`config.mk`:
```
export PLATFORM = sky130hd
export DESIGN_NAME = byte_load_register
export DESIGN_NICKNAME = d
export VERILOG_FILES = /design/src/rtl/cpu8051_pkg.sv /design/src/rtl/byte_assembler.sv /design/src/rtl/byte_load_register.sv
export SDC_FILE = /design/constraint.sdc
export NUM_CORES = 1
export LEC_CHECK = 0
export ABC_CLOCK_PERIOD_IN_PS = 4200
export BUFFER_PORTS_ARGS = -buffer_cell sky130_fd_sc_hd__buf_2
export CORE_UTILIZATION = 50
export DETAILED_ROUTE_END_ITERATION = 10
export GPL_TIMING_DRIVEN = 0
export PLACE_DENSITY = 0.77
export SYNTH_ARGS = -nofsm -noshare
export SYNTH_HDL_FRONTEND = slang
export SYNTH_HIERARCHICAL = 1
export SYNTH_SLANG_ARGS = --single-unit
export TNS_END_PERCENT = 1
```
`constraint.sdc`:
```
create_clock -name clk -period 4.2 [get_ports clk]
set_input_delay 0.84 -clock clk [delete_from_list [all_inputs] [get_ports clk]]
set_output_delay 0.84 -clock clk [all_outputs]
set_load 0.03 [all_outputs]
```
`src/rtl/cpu8051_pkg.sv`:
```
// rtl/cpu8051_pkg.sv - shared constants, state encoding and helpers for 8051 register blocks
package cpu8051_pkg;

    localparam logic LOAD_IDLE = 1'b0;
    localparam logic LOAD_BUSY = 1'b1;
    localparam int   BYTE_W    = 8;

    typedef enum logic {
        ST_IDLE = LOAD_IDLE,
        ST_LOAD = LOAD_BUSY
    } load_state_e;

    // A one-lane register still needs a 1-bit select/counter, so never return 0.
    function automatic int clog2_min1(input int n);
        return (n > 2) ? $clog2(n) : 1;
    endfunction

endpackage

```
`src/rtl/byte_assembler.sv`:
```
// rtl/byte_assembler.sv - shadow word, byte counter and stream-position to lane mapping for serial loads
module byte_assembler
    import cpu8051_pkg::*;
#(
    parameter int BYTES     = 2,
    parameter bit MSB_FIRST = 1'b1
) (
    input  logic                    clk,
    input  logic                    rst,
    input  logic                    clear,
    input  logic                    accept,
    input  logic [BYTE_W-1:0]       din,
    output logic [BYTES*BYTE_W-1:0] word_out,
    output logic                    last_byte
);

    localparam int W     = BYTES * BYTE_W;
    localparam int CNT_W = clog2_min1(BYTES);
    localparam logic [CNT_W-1:0] CNT_LAST = CNT_W'(BYTES - 1);
    localparam logic [CNT_W-1:0] CNT_ONE  = CNT_W'(1);

    logic [CNT_W-1:0] cnt_q, cnt_d;
    logic [W-1:0]     shadow_q, shadow_d;

    always_comb begin
        shadow_d = shadow_q;
        for (int i = 0; i < BYTES; i++) begin
            // Lane i takes the byte whose stream position maps onto it.
            if (accept && (cnt_q == CNT_W'(MSB_FIRST ? (BYTES - 1 - i) : i))) begin
                shadow_d[i*BYTE_W +: BYTE_W] = din;
            end
        end
    end

    always_comb begin
        cnt_d = cnt_q;
        if (clear) begin
            cnt_d = '0;
        end else if (accept) begin
            cnt_d = (cnt_q == CNT_LAST) ? '0 : cnt_q + CNT_ONE;
        end
    end

    assign last_byte = accept && (cnt_q == CNT_LAST);
    // Merged view so the final byte commits in the same edge it is accepted.
    assign word_out  = shadow_d;

    always_ff @(posedge clk) begin
        if (rst) begin
            cnt_q    <= '0;
            shadow_q <= '0;
        end else begin
            cnt_q    <= cnt_d;
            shadow_q <= shadow_d;
        end
    end

endmodule

```
`src/rtl/byte_load_register.sv`:
```
// rtl/byte_load_register.sv - multi-byte register with lane, word and serial loads plus inc/dec stepping
module byte_load_register
    import cpu8051_pkg::*;
#(
    parameter int                  BYTES     = 2,
    parameter bit                  MSB_FIRST = 1'b1,
    parameter logic [8*BYTES-1:0]  RESET_VAL = '0
) (
    input  logic                           clk,
    input  logic                           rst,
    input  logic                           word_we,
    input  logic [8*BYTES-1:0]             word_in,
    input  logic                           byte_we,
    input  logic [clog2_min1(BYTES)-1:0]   byte_sel,
    input  logic [BYTE_W-1:0]              din,
    input  logic                           inc,
    input  logic                           dec,
    input  logic                           ser_start,
    input  logic                           ser_valid,
    input  logic                           ser_abort,
    output logic                           ser_ready,
    output logic                           ser_busy,
    output logic                           ser_done,
    output logic                           wrap,
    output logic [8*BYTES-1:0]             out
);

    localparam int W     = 8 * BYTES;
    localparam int SEL_W = clog2_min1(BYTES);
    localparam logic [W-1:0] ONE = W'(1);

    load_state_e state_q, state_d;
    logic [W-1:0] out_q, out_d;
    logic         wrap_q, wrap_d;
    logic         done_q, done_d;

    logic         in_load;
    logic         asm_clear;
    logic         asm_accept;
    logic         last_byte;
    logic [W-1:0] asm_word;

    assign in_load    = (state_q == ST_LOAD);
    assign asm_clear  = in_load ? ser_abort : ser_start;
    // Abort wins over a byte presented in the same cycle.
    assign asm_accept = in_load && ser_valid && !ser_abort;

    byte_assembler #(
        .BYTES     (BYTES),
        .MSB_FIRST (MSB_FIRST)
    ) u_assembler (
        .clk       (clk),
        .rst       (rst),
        .clear     (asm_clear),
        .accept    (asm_accept),
        .din       (din),
        .word_out  (asm_word),
        .last_byte (last_byte)
    );

    always_comb begin
        state_d = state_q;
        out_d   = out_q;
        wrap_d  = 1'b0;
        done_d  = 1'b0;
        case (state_q)
            ST_IDLE: begin
                if (ser_start) begin
                    state_d = ST_LOAD;
                end else if (word_we) begin
                    out_d = word_in;
                end else if (byte_we) begin
                    // Out-of-range selects match no lane and leave out untouched.
                    for (int i = 0; i < BYTES; i++) begin
                        if (byte_sel == SEL_W'(i)) begin
                            out_d[i*BYTE_W +: BYTE_W] = din;
                        end
                    end
                end else if (inc && !dec) begin
                    out_d  = out_q + ONE;
                    wrap_d = &out_q;
                end else if (dec && !inc) begin
                    out_d  = out_q - ONE;
                    wrap_d = ~|out_q;
                end
            end
            ST_LOAD: begin
                if (ser_abort) begin
                    state_d = ST_IDLE;
                end else if (last_byte) begin
                    out_d   = asm_word;
                    state_d = ST_IDLE;
                    done_d  = 1'b1;
                end
            end
            default: state_d = ST_IDLE;
        endcase
    end

    always_ff @(posedge clk) begin
        if (rst) begin
            state_q <= ST_IDLE;
            out_q   <= RESET_VAL;
            wrap_q  <= 1'b0;
            done_q  <= 1'b0;
        end else begin
            state_q <= state_d;
            out_q   <= out_d;
            wrap_q  <= wrap_d;
            done_q  <= done_d;
        end
    end

    assign ser_ready = in_load;
    assign ser_busy  = in_load;
    assign ser_done  = done_q;
    assign wrap      = wrap_q;
    assign out       = out_q;

endmodule
```
======== After elaboration in Yosys (flattened, before gate mapping) ========
Cells that the tools add are included.
word-level totals
  register bits ........................... 36
operators by class
  add/sub/neg operators ................... 3
  equal/unequal tests ..................... 6
  muxes and demuxes ....................... 21
  bitwise logic cells ..................... 2
  reductions and logical operators ........ 17
operators by type and width
  cell                                                count
  two-way mux 16 bit                                  7
  two-way mux 8 bit                                   4
  one-hot mux 16 bit (2 select lines)                 1
  adder 16 x 1 -> 16 bit, second input constant       1
  AND reduction 16 bit                                1
  OR reduction 16 bit                                 1
  subtractor 16 x 1 -> 16 bit, second input constant  1
  AND reduction 5 bit                                 2
  two-way mux 1 bit                                   8
  != test 4 bit, second input constant                2
  logical AND 1 bit                                   6
  != test 5 bit, second input constant                1
  OR reduction 5 bit                                  1
  logical NOT 1 bit                                   4
  != test 2 bit, second input constant                2
  OR reduction 3 bit                                  1
  != test 2 x 1 -> 1 bit, second input constant       1
  inverter 1 bit                                      2
  one-hot mux 1 bit (2 select lines)                  1
  OR reduction 2 bit                                  1
  adder 1 bit, second input constant                  1

======== Depth between registers and ports, before layout ========
Gate-level depths: netlist of run 1.
  depth after elaboration ................. 8
  depth in mapped cells ................... 14
  gate-level depth less buffers ........... 9

======== Cells and area by module ========
The synthesis of run 1 kept the hierarchy.
by module, submodules not included
  module              instances  cells each  area each (um^2)  sequential area each (um^2)
  byte_load_register  1          282         2045.7            380.4
  byte_assembler      1          84          912.1             340.3

======== Least setup slack after synthesis of run 1 ========
No wires, ideal clock.
  kind .................................... register -> register
  from .................................... reg state_q (netlist: ser_busy)
  to ...................................... reg out_q[15] (netlist: out[15])
  library setup time ...................... 87 ps
  arrival ................................. 3044 ps
  data required time ...................... 4113 ps
  path slack .............................. 1069 ps
  stages on the path, launching flop included .. 13
  buffers on the path ..................... 4
  cells stage by stage .................... dfxtp_1 > buf_6 > clkbuf_1 > clkbuf_1 > and3b_1 > nand2_2 > buf_6 > inv_2 > nand3b_1 > a32o_1 > a21o_4 > or4_1 > o31ai_1
on the way
  elaborated cells between the ends (all ways) .. 15
RTL lines
  what                                     line                       text
  start: declaration                       byte_load_register.sv:32   load_state_e state_q, state_d;
  start signal: assignment                 byte_load_register.sv:107  state_q <= state_d;
  logical AND 1 bit (2 in a row)           byte_load_register.sv:46   assign asm_accept = in_load && ser_valid && !ser_abort;
  named net asm_accept                     byte_load_register.sv:39   logic asm_accept;
  logical AND 1 bit                        byte_assembler.sv:44       assign last_byte = accept && (cnt_q == CNT_LAST);
  named net last_byte                      byte_load_register.sv:40   logic last_byte;
  != test 2 x 1 -> 1 bit (no source line)  -
  AND reduction 5 bit (no source line)     -
  end signal: assignment                   byte_load_register.sv:108  out_q <= out_d;
  end: declaration                         byte_load_register.sv:33   logic [W-1:0] out_q, out_d;
The timed path passes the listed nets, and every way through them passes these cells. The select of a mux whose other input is x is not followed.
A chain may end at the register's enable or synchronous reset.

======== Worst setup path after layout of run 1 ========
  from .................................... in dec
  to ...................................... reg out_q[14] (netlist: out[14])
on the way
  word-level cells in the longest chain between the ends .. 7
  elaborated cells between the ends (all ways) .. 10
RTL lines
  what                                 line                      text
  start: declaration                   byte_load_register.sv:17  input logic dec,
  logical NOT 1 bit                    byte_load_register.sv:79  end else if (inc && !dec) begin
  logical AND 1 bit                    byte_load_register.sv:79
  two-way mux 16 bit                   byte_load_register.sv:79
  two-way mux 16 bit                   byte_load_register.sv:72  end else if (byte_we) begin
  two-way mux 16 bit                   byte_load_register.sv:70  end else if (word_we) begin
  two-way mux 16 bit                   byte_load_register.sv:68  if (ser_start) begin
  one-hot mux 16 bit (2 select lines)  byte_load_register.sv:66  case (state_q)
Several ways; a longest one is shown, not always the timed one. The select of a mux whose other input is x is not followed.

==> metrics.md, run 1 <==
| Metric | Value |
|---|---|
| Die width | 78.9 µm |
| Final WS setup | approximately 0.61 ns |
| Hold depth | 2 |
| # fillers | between 500 and 600 |
| First-pass GRT wire length | between 10000 and 15000 µm |
| Final Util | approximately three fifths |
| Hold path endpoint | u_assembler/shadow_q[14]$_SDFF_PP0_ |
| Crit path arrival time | around 3.8 ns |
| Syn_area_per_cell | 8.08 µm² |
| Slew margin rel. | 43.3% |
| Critical Path Sink Type | flop |
| Most frequent cells in the layout | buf_2, dfxtp_1, nand2_1 |
| Fin. max-slew vios | 0 |
| Multi-input logic area | a little over 0.002 mm² |
| Nets | 477 |
| Antenna fix cells | 0 |
| Initial antenna violation count | 0 |
| P_leak | 1.52 nW |
| Period utilisation layout | 85.4% |
| Crit Path Class | in -> reg |
| Pin count of the biggest net entering global routing | 21 |
| Antenna-violating nets left | 0 |
| Register area | roughly 700 µm² |
| Simple-gate share of the synthesized area | 24.9% |
| Pwr Density | between 300 and 400 mW/mm² |
| H-tree depth | 2 |
| Top_reg_cell synth | dfxtp_1 |
| Share of cells above drive strength 1 | 19.0% |
| DRC | 0 |
| Post-CTS Setup Bufs | 0 |
| Synth async-reset ratio | 0% |
| Synth Area in Compound Gates | 22.8% |
| Max_cap viols | 0 |
| Die ar. | between 0.006 and 0.007 mm² |
| Post-CTS Resized | 0 |
| Setup TNS Final | 0 ns |
| Worst r2r src | ser_busy$_SDFF_PP0_ |
| Post-Syn Instances | around 370 |
| CTS root buffer | clkbuf_8 |
| R2R depth | 13 |
| Tot Pwr | between 1 and 1.5 mW |
| Initial DRC count | 252 |
| RSZ-0062 raised after global routing | no |
| Yosys warnings | 6 |
| Clock period minus worst slack | 3.59 ns |
| Clock buffer depth | 2 |
| CTS clk-pin slew, worst paths | roughly 0.07 ns |
| Port-buffer cells | 53 |
| R2r endpoint | out[6]$_SDFFE_PP0P_ |
| Fin cells | 499 |
| Ports | 54 |
| Cells after DPL | roughly 490 |
| Maximum vdd ir drop | around 0.19 mV |
| Achievable Freq | between 200 and 300 MHz |
| Post-synthesis sequential area ratio | 24.4% |
| Vias per inst | ~6.4 |
| Post-synthesis instance area | a little under 0.003 mm² |
| Critical path's slowest cell | nand2b_1 |
| Core area | 0.00561 mm² |
| Synth unique cells | 63 |
| Starting Density | 52.7% |
| Via Count | approximately 3200 |
| Worst min path class | reg -> reg |
| GRT Overall Usage | just over 30% |
| Number of synthesized register bits | 36 |
| Commonest non-fill, non-tap cell in the layout | buf_2 |
| HP Start | u_assembler/shadow_q[14]$_SDFF_PP0_ |
| Post-synthesis mux area share | approximately 14% |
| Pre-CTS WS | 0.351 ns |
| R2R setup slack | roughly 0.65 ns |
| Skew final | 0.00695 ns |
| Final setup violation count | 0 |
| Die height | 78.9 µm |
| Worst-path cell chain | buf_2 -> nand2b_1 -> inv_1 -> fa_1 -> nor2b_1 -> o31ai_1 -> a2111oi_0 -> or3_1 -> a31oi_1 -> o41ai_1 |
| Post-Synth Adder-Cell Area | between 7 and 8% |
| Routed len/inst | 18.2 µm |
| Grt total ovfl | 0 |
| Startpoint Class | input port |
| Post-Syn Nets | between 400 and 500 |
| Vias in the first global route | about 3000 |
| Number of flops mapped to enable cells by yosys | 0 |
| Post-Route WL | around 9100 µm |
| Crit Path Max Fanout | 20 |
| DR pass1 iterations | 6 |
| Worst Tran Pin Value | about 0.85 ns |
| Post-synthesis xor/xnor area fraction | 1.18% |
| Row Count | 27 |
| TritonCTS Buffers | 5 |
| CP required | 4.40 ns |
| Crit-path max cell delay | roughly 0.67 ns |
| CTS Hold Buffers Added | 0 |
| Largest family of logic cells by synthesized area | simple AND/OR/NAND/NOR gates |
| Placer Congestion | 0.997 |
| Status | complete, no violations |
| Clock latency on the worst-skew pair | roughly 0.3 ns |
| Final hold vios | 0 |
| Synth-to-layout area growth | 15.1% |
| TritonCTS clock tree | built |
| Final HPWL DP | roughly 6800 µm |
| Clk sink count | 36 |
[Yosys cell counts (2+ instances only)]
cell	count	area, µm²
inv_1	13	48.8
mux2_1	8	90.1
a2111oi_0	2	17.5
o211ai_1	4	30.0
a31oi_1	4	25.0
a21boi_0	2	15.0
buf_6	2	22.5
nand2b_1	28	175
mux2_4	3	45.0
nor4_1	2	12.5
o21ai_0	22	110
clkbuf_1	13	48.8
a311oi_1	5	43.8
a21o_1	5	37.5
nand3b_1	6	45.0
a22oi_1	3	22.5
a21oi_1	24	120
nor2_1	20	75.1
nand4_1	7	43.8
a211oi_1	4	30.0
nand3_1	5	25.0
ha_1	16	200
o31ai_1	3	22.5
o41ai_1	2	17.5
o311ai_0	4	35.0
o21a_1	3	22.5
buf_2	2	10.0
or3_1	4	25.0
mux2i_1	22	220
or4_1	2	15.0
and3_1	3	18.8
nor4b_1	2	17.5
nor2b_1	6	37.5
mux2_2	5	56.3
buf_4	3	22.5
dfxtp_1	36	721
and3b_1	2	17.5
xnor2_1	3	26.3
nor3_1	8	40.0
nand2_1	31	116
nor3b_1	4	30.0
a221oi_1	2	17.5
[area by class of cell]
type | count | area share (%)
Timing Repair Buffer | 53 | 7.79
Clock buffer | 8 | 2.65
Buffer | 20 | 3.05
Inverter | 15 | 1.65
Sequential cell | 36 | 21.2
Tap cell | 72 | 2.65
Multi-Input combinational cell | 295 | 61.0
[report_power, final]
part | leakage [nW] | total (mW) | switching [mW] | internal (mW)
clock | 0.0455 | 0.265 | 0.131 | 0.134
combinational | 1.19 | 0.384 | 0.235 | 0.149
sequential | 0.294 | 0.391 | 0.0317 | 0.359
total | 1.52 | 1.04 | 0.397 | 0.643
[per-layer routing]
| metal | up-vias | part of all wire [%] | global-route usage [%] |
|---|---|---|---|
| li1 | 1477 | - | - |
| met1 | 1498 | 44 | 39.3 |
| met2 | 178 | 46 | 50.6 |
| met3 | 29 | 7.3 | 4.25 |
| met4 | 0 | 2.8 | 11.6 |
| met5 | - | 0 | 0 |
[critical path: cells and delay by family]
kind / cells / cell delay [ns]
buffers and inverters: 2 / 0.23
and+or+nand+nor: 3 / 1.15
adders and majority gates: 1 / 0.41
AOI/OAI and AO/OA: 4 / 1.16
[flip-flops by register name (all words and copies together), names as in the netlist]
register and count:
ser_done 1, u_assembler/shadow_q 16, ser_busy 1, out 16, wrap 1, u_assembler/cnt_q 1
[per-stage QoR]
step	hold WS [ns]	cell area [µm²]
5_1_grt	0.500	3400
3_5_place_dp	0.466	3310
2_1_floorplan	0.445	2960
4_1_cts	0.478	3400
3_3_place_gp	0.456	3310
6_report	0.476	3400
[how the worst max path moves through the flow]
stage	startpoint	end	slack, ns
floorplan	ser_busy$_SDFF_PP0_	out[15]$_SDFFE_PP0P_	1.07
global placement	dec	out[14]$_SDFFE_PP0P_	0.41
detailed placement	dec	out[14]$_SDFFE_PP0P_	0.35
CTS	dec	out[14]$_SDFFE_PP0P_	0.64
global route	ser_busy$_SDFF_PP0_	out[5]$_SDFFE_PP0P_	0.29
finish	dec	out[14]$_SDFFE_PP0P_	0.61
[cell families after synthesis]
group,after synthesis
AND/OR/NAND/NOR,136
adder cells (fa/ha/maj),17
flip-flops,36
XOR/XNOR,4
AO/OA/AOI/OAI,100
multiplexers,38
buffers and inverters,35
No activity file was read; power rests on OpenSTA's default activity.
==> inputs of run 2 (changes only) <==
--- a/config.mk
+++ b/config.mk
@@ -5,12 +5,13 @@
 export SDC_FILE = /design/constraint.sdc
 export NUM_CORES = 1
 export LEC_CHECK = 0
-export ABC_CLOCK_PERIOD_IN_PS = 4200
+export ABC_CLOCK_PERIOD_IN_PS = 3000
 export BUFFER_PORTS_ARGS = -buffer_cell sky130_fd_sc_hd__buf_2
 export CORE_UTILIZATION = 50
 export DETAILED_ROUTE_END_ITERATION = 10
 export GPL_TIMING_DRIVEN = 0
-export PLACE_DENSITY = 0.77
+export HOLD_SLACK_MARGIN = 0.03
+export PLACE_DENSITY = 0.8
 export SYNTH_ARGS = -nofsm -noshare
 export SYNTH_HDL_FRONTEND = slang
 export SYNTH_HIERARCHICAL = 1
==> constraint.sdc (replaced) <==
create_clock -name clk -period 3 [get_ports clk]
set_input_delay 0.6 -clock clk [delete_from_list [all_inputs] [get_ports clk]]
set_output_delay 0.6 -clock clk [all_outputs]
set_load 0.03 [all_outputs]
==> metrics.md, run 2 (synthesis gave the netlist of run 1 again) <==
| Metric | Value |
|---|---|
| Initial DRC count | 418 (+66%) |
| Clock period minus worst slack | about 2.9 ns |
| Final WS setup | 0.128 ns (-0.486 ns) |
| First-pass GRT wire length | 14200 µm (-2.1%) |
| Pwr Density | 424 mW/mm² (+39%) |
| Vias per inst | 6.39 (+0.25%) |
| Worst Tran Pin Value | 0.629 ns (-0.222 ns) |
| R2r endpoint | out[15]$_SDFFE_PP0P_ |
| Row Count | 27 (unchanged) |
| Clock latency on the worst-skew pair | 0.30 ns (about the same) |
| Final setup violation count | 0 (unchanged) |
| H-tree depth | 2 (unchanged) |
| Crit path max-delay family | simple AND/OR/NAND/NOR gates |
| Startpoint Class | flop |
| Crit Path Max Fanout | 10 (-50%) |
| HP Start | u_assembler/shadow_q[0]$_SDFF_PP0_ |
| Status | complete, no violations |
| Post-Route WL | 9090 µm (about the same) |
| Fin Hold WS | 0.473 ns (-0.00371 ns) |
| Fin. max-slew vios | 0 (unchanged) |
| Final Instance Area | 0.00348 mm² (+2.3%) |
| GRT Overall Usage | 29.5% (-0.80 points) |
| Crit Path Class | reg -> reg |
| Tot Pwr | 1.48 mW (+42%) |
| Setup TNS Final | 0 ns (unchanged) |
| Pin count of the biggest net entering global routing | 21 (unchanged) |
| Synth-to-layout area growth | 17.7% |
| Critical path buffers and inverters | 5 (+3) |
| Crit-path max cell delay | 0.48 ns (-0.19 ns) |
| Starting Density | 52.7% (unchanged) |
| Vias in the first global route | 2920 (-2.9%) |
| Pre-CTS WS | -0.623 ns (-0.974 ns) |
| RSZ-0062 raised after global routing | no |
| Core area | 0.00561 mm² (unchanged) |
| Commonest non-fill, non-tap cell in the layout | buf_2 |
| CTS clk-pin slew, worst paths | 0.08 ns (about the same) |
| Final Util | 62.1% (+1.4 points) |
| Antenna fix cells | 0 (unchanged) |
| CP required | 3.22 ns (-1.18 ns) |
| Final hold vios | 0 (unchanged) |
| Antenna-violating nets left | 0 (unchanged) |
| Ports | 54 (unchanged) |
| Period utilisation layout | between 90% and 100% |
| Worst r2r src | ser_busy$_SDFF_PP0_ |
| Most frequent cells in the layout | buf_2, dfxtp_1, nand2_1 |
| Share of cells above drive strength 1 | 22.0% (+3.0 points) |
| TritonCTS Buffers | 5 (unchanged) |
| DRC | 0 (unchanged) |
| Clk sink count | 36 (unchanged) |
| Slew margin rel. | 58.0% (+15 points) |
| Die width | 78.9 µm (unchanged) |
| Clock buffer depth | 2 (unchanged) |
| Nets | 477 (unchanged) |
| Crit path arrival time | 3.09 ns (-0.69 ns) |
| Cells after DPL | 491 (unchanged) |
| Grt total ovfl | 0 (unchanged) |
| Achievable Freq | between 300 and 400 MHz |
| R2R setup slack | 0.13 ns (-0.52 ns) |
| Crit path launch | ser_busy$_SDFF_PP0_ |
| Via Count | 3190 (+0.25%) |
| Placer Congestion | 0.977 (-2.0%) |
| P_leak | 1.57 nW (+2.9%) |
| Routed len/inst | 18.2 µm (about the same) |
| Fin cells | 499 (unchanged) |
| Final HPWL DP | 6780 µm (-0.71%) |
| Critical path's slowest cell | or4_1 |
| TritonCTS clock tree | built |
| Max_cap viols | 0 (unchanged) |
| Die height | 78.9 µm (unchanged) |
| Worst-path cell chain | buf_6 -> clkbuf_8 -> clkbuf_8 -> and3b_2 -> nand2_4 -> buf_8 -> inv_2 -> nand3b_1 -> a32o_2 -> a21o_4 -> or4_1 -> o31ai_2 |
| Initial antenna violation count | 0 (unchanged) |
| Skew final | 0.00661 ns (-0.000341 ns) |
| Cell mode on critical path | clkbuf_8 |
| Critical Path Sink Type | flop |
| Worst min path class | reg -> reg |
| R2R depth | 12 (-1) |
| Post-CTS Setup Bufs | 0 (unchanged) |
| DP Area | 0.00332 mm² (about the same) |
| Die ar. | 0.00623 mm² (unchanged) |
| CTS Hold Buffers Added | 0 (unchanged) |
| Hold depth | 2 (unchanged) |
| Hold path endpoint | u_assembler/shadow_q[0]$_SDFF_PP0_ |
| Port-buffer cells | 53 (unchanged) |
| Maximum vdd ir drop | 0.219 mV (+16%) |
| CTS root buffer | clkbuf_8 |
| DR pass1 iterations | 5 (-1) |
==> run 2: power breakdown <==
| group | leakage (nW) | switching [mW] | internal (mW) |
|---|---|---|---|
| logic | 1.23 | 0.339 | 0.218 |
| registers | 0.294 | 0.0443 | 0.503 |
| clock network | 0.0455 | 0.183 | 0.188 |
| total | 1.57 | 0.567 | 0.909 |
==> run 2: repair_timing <==
action	in CTS	in global routing
pin swaps	0	2
gates resized for setup	9	11
setup endpoints to repair	16	7
==> run 2: worst max path at each step <==
| stage | to | slack, ns | cells past startpoint |
|---|---|---|---|
| after floorplan | out[15]$_SDFFE_PP0P_ | 0.07 | 12 |
| after global placement | out[14]$_SDFFE_PP0P_ | -0.57 | 10 |
| after detailed placement | out[14]$_SDFFE_PP0P_ | -0.62 | 10 |
| after CTS | out[15]$_SDFFE_PP0P_ | 0.05 | 12 |
| after global routing | out[15]$_SDFFE_PP0P_ | 0.001 | 12 |
| final | out[15]$_SDFFE_PP0P_ | 0.13 | 12 |
==> run 2: area by class of cell <==
cell class	count	area, µm²
Buffer	20	129
Clock buffer	8	90.1
Fill cell	516	2130
Inverter	15	56.3
Multi-Input combinational cell	295	2130
Sequential cell	36	722
Tap cell	72	90.1
Timing Repair Buffer	53	265
==> run 2: metal layers <==
layer / share of wire (%) / vias to the layer above / track usage [%]
met3: 8.7 / 28 / 5.29
met5: 0 / - / 0
met2: 45 / 191 / 48.1
met4: 2.9 / 0 / 12.2
li1: - / 1477 / -
met1: 43 / 1494 / 38.2
==> run 2: worst register-to-register path, cell delays in order (launching register included) <==
cell      delay [ns]
dfxtp_2         0.35
buf_6           0.15
clkbuf_8        0.19
clkbuf_8        0.17
and3b_2         0.25
nand2_4         0.10
buf_8           0.17
inv_2           0.10
nand3b_1        0.14
a32o_2          0.29
a21o_4          0.22
or4_1           0.49
o31ai_2         0.18
